File: config.mk
export PLATFORM = sky130hd
export DESIGN_NAME = rom_arbiter
export DESIGN_NICKNAME = d
export VERILOG_FILES = /design/src/rtl/rom_pkg.sv /design/src/rtl/rom_rsp_slot.sv /design/src/rtl/rom_arbiter.sv
export SDC_FILE = /design/constraint.sdc
export NUM_CORES = 1
export LEC_CHECK = 0
export ABC_AREA = 1
export CORE_ASPECT_RATIO = 0.7
export CORE_MARGIN = 4
export CORE_UTILIZATION = 35
export DETAILED_ROUTE_END_ITERATION = 16
export DONT_BUFFER_PORTS = 1
export SYNTH_ARGS = -nofsm -noshare
export SYNTH_HDL_FRONTEND = slang
export SYNTH_SLANG_ARGS = --single-unit
File: constraint.sdc
create_clock -name clk -period 3.3 [get_ports clk]
set_input_delay 0.66 -clock clk [delete_from_list [all_inputs] [get_ports clk]]
set_output_delay 0.66 -clock clk [all_outputs]
set_load 0.005 [all_outputs]
File: src/rtl/rom_pkg.sv
// Shared constants and types for the boot-ROM read-port arbiter.
package rom_pkg;
  localparam int          RSP_W        = 32;
  localparam logic [31:0] ROM_BASE_DEF = 32'hBFC0_0000;
  localparam int          ROM_SIZE_DEF = 4096;

  typedef enum logic {
    PORT_FETCH = 1'b0,
    PORT_DATA  = 1'b1
  } port_e;

  typedef struct packed {
    logic [RSP_W-1:0] data;
    logic             err;
  } rom_rsp_t;
endpackage

File: src/rtl/rom_rsp_slot.sv
// One-entry response register; a full slot may be reloaded in the cycle its consumer drains it.
module rom_rsp_slot
  import rom_pkg::*;
#(
  parameter int DATA_W = 32
) (
  input  logic              clk,
  input  logic              rst,
  input  logic              load,
  input  logic [DATA_W-1:0] load_data,
  input  logic              load_err,
  input  logic              rsp_ready,
  output logic              free,
  output logic              rsp_valid,
  output logic [DATA_W-1:0] rsp_data,
  output logic              rsp_err
);

  logic              vld_p1, vld_p1_d;
  logic [DATA_W-1:0] data_p1, data_p1_d;
  logic              err_p1, err_p1_d;

  always_comb begin
    vld_p1_d  = vld_p1;
    data_p1_d = data_p1;
    err_p1_d  = err_p1;
    if (vld_p1 && rsp_ready) begin
      vld_p1_d = 1'b0;
    end
    if (load) begin
      vld_p1_d  = 1'b1;
      data_p1_d = load_data;
      err_p1_d  = load_err;
    end
  end

  // Stage 1: registered response, cleared entirely on reset
  always_ff @(posedge clk) begin
    if (rst) begin
      vld_p1  <= 1'b0;
      data_p1 <= '0;
      err_p1  <= 1'b0;
    end else begin
      vld_p1  <= vld_p1_d;
      data_p1 <= data_p1_d;
      err_p1  <= err_p1_d;
    end
  end

  assign free      = !vld_p1 || rsp_ready;
  assign rsp_valid = vld_p1;
  assign rsp_data  = data_p1;
  assign rsp_err   = err_p1;

endmodule

File: src/rtl/rom_arbiter.sv
// Shares the single combinational ROM read port between fetch and data requesters.
module rom_arbiter
  import rom_pkg::*;
#(
  parameter int                       ADDRESS_WIDTH = 32,
  parameter logic [ADDRESS_WIDTH-1:0] ROM_BASE      = ROM_BASE_DEF,
  parameter int                       ROM_SIZE      = ROM_SIZE_DEF
) (
  input  logic                     clk,
  input  logic                     rst,
  input  logic                     f_req_valid,
  output logic                     f_req_ready,
  input  logic [ADDRESS_WIDTH-1:0] f_req_addr,
  output logic                     f_rsp_valid,
  input  logic                     f_rsp_ready,
  output logic [ADDRESS_WIDTH-1:0] f_rsp_data,
  output logic                     f_rsp_err,
  input  logic                     d_req_valid,
  output logic                     d_req_ready,
  input  logic [ADDRESS_WIDTH-1:0] d_req_addr,
  output logic                     d_rsp_valid,
  input  logic                     d_rsp_ready,
  output logic [ADDRESS_WIDTH-1:0] d_rsp_data,
  output logic                     d_rsp_err,
  output logic [ADDRESS_WIDTH-1:0] rom_addr,
  input  logic [ADDRESS_WIDTH-1:0] rom_dout
);

  // Last byte address at which a full 4-byte word still lies inside the window.
  localparam logic [ADDRESS_WIDTH-1:0] ROM_LAST = ROM_BASE + ADDRESS_WIDTH'(ROM_SIZE - 4);

  port_e                    prio_q, prio_d;
  logic                     f_free, d_free;
  logic                     f_elig, d_elig;
  logic                     grant_f, grant_d;
  logic [ADDRESS_WIDTH-1:0] sel_addr;
  logic                     addr_ok;
  logic [ADDRESS_WIDTH-1:0] ld_data;
  logic                     ld_err;

  always_comb begin
    f_elig   = f_req_valid && f_free && !rst;
    d_elig   = d_req_valid && d_free && !rst;
    grant_f  = f_elig && (!d_elig || prio_q == PORT_FETCH);
    grant_d  = d_elig && (!f_elig || prio_q == PORT_DATA);

    prio_d = prio_q;
    if (grant_f) begin
      prio_d = PORT_DATA;
    end else if (grant_d) begin
      prio_d = PORT_FETCH;
    end

    sel_addr = grant_d ? d_req_addr : f_req_addr;
    addr_ok  = (sel_addr >= ROM_BASE) && (sel_addr <= ROM_LAST);
    rom_addr = ((grant_f || grant_d) && addr_ok) ? sel_addr : ROM_BASE;
    ld_data  = addr_ok ? rom_dout : '0;
    ld_err   = !addr_ok;
  end

  // Stage 0 -> 1: round-robin pointer
  always_ff @(posedge clk) begin
    if (rst) begin
      prio_q <= PORT_FETCH;
    end else begin
      prio_q <= prio_d;
    end
  end

  assign f_req_ready = grant_f;
  assign d_req_ready = grant_d;

  rom_rsp_slot #(
    .DATA_W(ADDRESS_WIDTH)
  ) u_f_slot (
    .clk      (clk),
    .rst      (rst),
    .load     (grant_f),
    .load_data(ld_data),
    .load_err (ld_err),
    .rsp_ready(f_rsp_ready),
    .free     (f_free),
    .rsp_valid(f_rsp_valid),
    .rsp_data (f_rsp_data),
    .rsp_err  (f_rsp_err)
  );

  rom_rsp_slot #(
    .DATA_W(ADDRESS_WIDTH)
  ) u_d_slot (
    .clk      (clk),
    .rst      (rst),
    .load     (grant_d),
    .load_data(ld_data),
    .load_err (ld_err),
    .rsp_ready(d_rsp_ready),
    .free     (d_free),
    .rsp_valid(d_rsp_valid),
    .rsp_data (d_rsp_data),
    .rsp_err  (d_rsp_err)
  );

endmodule

==> flow_summary.ini <==
[run_status]
status = complete, no violations

[clock_network]
postCtsHoldBufs = 0
cts_buffers = 9
cts_sinks = 69
h-tree-depth = 3
clock_latency_ns = 0.32
cts_root_buf = clkbuf_16
cts_buffer_depth = 2
cts_tree = done
clk_pin_slew_worst_paths_ns = 0.06

[setup_path]
crit_path_cell_trace = inv_1, nand2_2, nand2_2, nor2_4, buf_6, nand3_1, nand2_1, nand2_1, nor2_1, nand3_1, a21oi_4, inv_2, nor2_4, buf_6, and3_4
path_max_fanout = 21
r2r_slack_ns = 0.76
cp_slowest_stage_delay_ns = 0.21
crit_arrival_ns = 2.48
crit_family = simple AND/OR/NAND/NOR gates
r2r_cells = 14
cp.depth = 15
timing_worst_setup_path_type = in -> out
crit_start = d_rsp_ready
startpoint_type = input pin
r2r_end = u_d_slot.rsp_data[0]
worstPathRequired_ns = 2.64
cp-endpoint = rom_addr[8]
path_buf_inv = 4
crit_slowest_cell = buf_6
end_kind = primary output
r2r-start = u_d_slot.rsp_valid

[timing]
layout_min_cycle_time_ns = 3.14
worst_pin_slew_ns = 0.967
max_slew_margin_pct = 35.6
clock_skew_ns = 0.00765
fin_crit_sh_pct = 95.0
max_freq_mhz = 319
setup_slack_ns = 0.164
hold_viol = 0
drv_slew = 0
setup-violations-final = 0

[placed_design]
gp_congestion = 0.843
dp.cells = 602
place_ws_ns = -0.0186
placed_cell_area_mm2 = 0.00351
post-dp-hpwl_um = 7440
portBuffers = 0

[routing]
post_drt_wl_per_cell_um = 16.9
met2_length_um = 4720
viasPerCell = 5.23
detail_route.drc_violations = 0
postRouteAntennaNets = 0
top_layer_used = met4
dr_wl_met3_um = 1020
vias = 3265
drtIter0Drc = 216
wl_um = 10600
drt-pass1-iter-count = 4
wl_met1_um = 4700

[synthesis]
synthTopCellsByCount = nand2_1, a21oi_1, dfxtp_1
seq_area_frac_synth_pct = 39.4
synth_edf_count = 0
async_flop_share_pct = 0
syn_area_mm2 = 0.00350
avgSynthCellArea_um2 = 6.96
synth.most_common_cell = nand2_1
synthCells = 503
synth_top_area_share_pct = 39.4
yosysUniqueCellTypes = 22
synth_warnings = 0
synth_seq_cells = 69
synth_top_area_cell = dfxtp_1
post_synth_main_area_contributors = dfxtp_1, a21oi_1, nand2_1
synthFlopType = dfxtp_1

[layout]
antenna_cells = 0
design_area_mm2 = 0.00398
drive_gt1_share_pct = 13.1
fin_cells = 624
syn_to_final_growth_pct = 13.6
nNetsFinal = 593
multiInputGateArea_mm2 = 0.00179
nFillCells = 1008
seq_area_mm2 = 0.00138

[floorplan]
fp.dieH_um = 91.7
die_x_um = 128
io_pins = 204
start_util_pct = 36.0
rows = 30
die_area_mm2 = 0.0117
coreArea_mm2 = 0.00972

[grt]
grt_max_degree = 68
grt_pass1_vias = 2996
antenna_found_initial = 0
grt_overflow = 0
grt_use_total_pct = 17.2
grt_pass1_wl_um = 16200

[power_and_ir_drop]
p_leak_nw = 1.70
internal_power_w = 0.00166
max-vdd-ir-drop_mv = 0.245
finalPower_w = 0.00224
pwr-share-clk_pct = 46.1
switching_share_pct = 26.1
combinationalPowerShare_pct = 11.2
p_per_area_mw_per_mm2 = 563
p_switching_w = 0.000585
p_seq_share_pct = 42.7

[min_path]
hold_class = in -> reg

[flow_run]
cap_violations = 0
## kinds of logic (layout without fill, tap and decap cells)
group                  count (synthesis)  in the layout  share of synthesized area, %
AND/OR/NAND/NOR                      196            196                          26.0
AO/OA/AOI/OAI                        144            145                          20.9
buffers and inverters                 92             66                          13.4
flip-flops                            69             69                          39.4
other                                  2             20                         0.214
## power groups by stage
stage                     clock [W]  sequential, W  combinational, W
after global routing        0.00111       0.000965          0.000291
after detailed placement          0       0.000975          0.000234
after global placement            0       0.000975          0.000226
after CTS                   0.00106       0.000958          0.000234
after floorplan                   0       0.000956          0.000206
final                       0.00103       0.000957          0.000251
## layout by cell type, fill, tap and decap left out
master      count
o21ai_4         1
buf_6           3
nor2_2         12
inv_4           1
nand3_1        17
dfxtp_1        69
buf_12          3
buf_4          12
o21ai_1         6
nand4_1        32
nand3_2         1
nand3b_1        9
nor2_1         18
inv_6           1
o21ai_2         2
o21ai_0        42
nand2_2         4
conb_1         20
a21oi_1        93
nor2_4          3
inv_1          27
inv_2           3
clkinv_4        2
nand2_1        98
bufinv_16       2
and3_4          1
clkbuf_16      10
a21oi_4         1
clkinvlp_4      1
clkinv_2        1
nand2_4         1
## how the worst min path moves through the flow
stage,slack (ns),cells past startpoint,to,from
after floorplan,0.45,2,prio_q,prio_q
after global placement,0.46,2,prio_q,prio_q
after detailed placement,0.47,2,prio_q,prio_q
after CTS,0.38,1,prio_q,rst
after global routing,0.37,1,u_f_slot.rsp_valid,rst
final,0.40,1,prio_q,rst
## sequential cells by signal, indices dropped and copies added (netlist names)
name                cells
u_f_slot.rsp_err        1
u_f_slot.rsp_data      32
u_d_slot.rsp_valid      1
prio_q                  1
u_f_slot.rsp_valid      1
u_d_slot.rsp_data      32
u_d_slot.rsp_err        1
## repair_timing
item / 4_1_cts / 5_1_grt
gates cloned: 0 / 2
pin swaps: 0 / 6
endpoints found under the setup margin: 9 / 12
hold endpoints to repair: 0 / 0
resized for setup: 0 / 18
setup buffers: 0 / 4
## per-layer routing
metal	GRT usage, %	vias up
met4	4.91	0
met5	0	-
met1	23.2	1482
li1	-	1639
met3	6.29	10
met2	25.6	134
## stage by stage
step                util (%)  setup TNS (ns)  hold slack [ns]
CTS                     39.5         -0.0608            0.379
floorplan                  -               0            0.447
global placement        36.2               0            0.462
global route            40.9         -0.0125            0.374
detailed placement      36.2         -0.0319            0.473
finish                  40.9               0            0.395
## area by class of cell
type                            count  share of cell area [%]
Clock inverter                      7                    2.48
Sequential cell                    69                    34.7
Tap cell                          128                    4.03
Inverter                           31                    2.99
Clock buffer                        9                    5.66
Multi-Input combinational cell    361                    44.9
Timing Repair Buffer               19                    5.25
(Power assumes the default switching activity.)
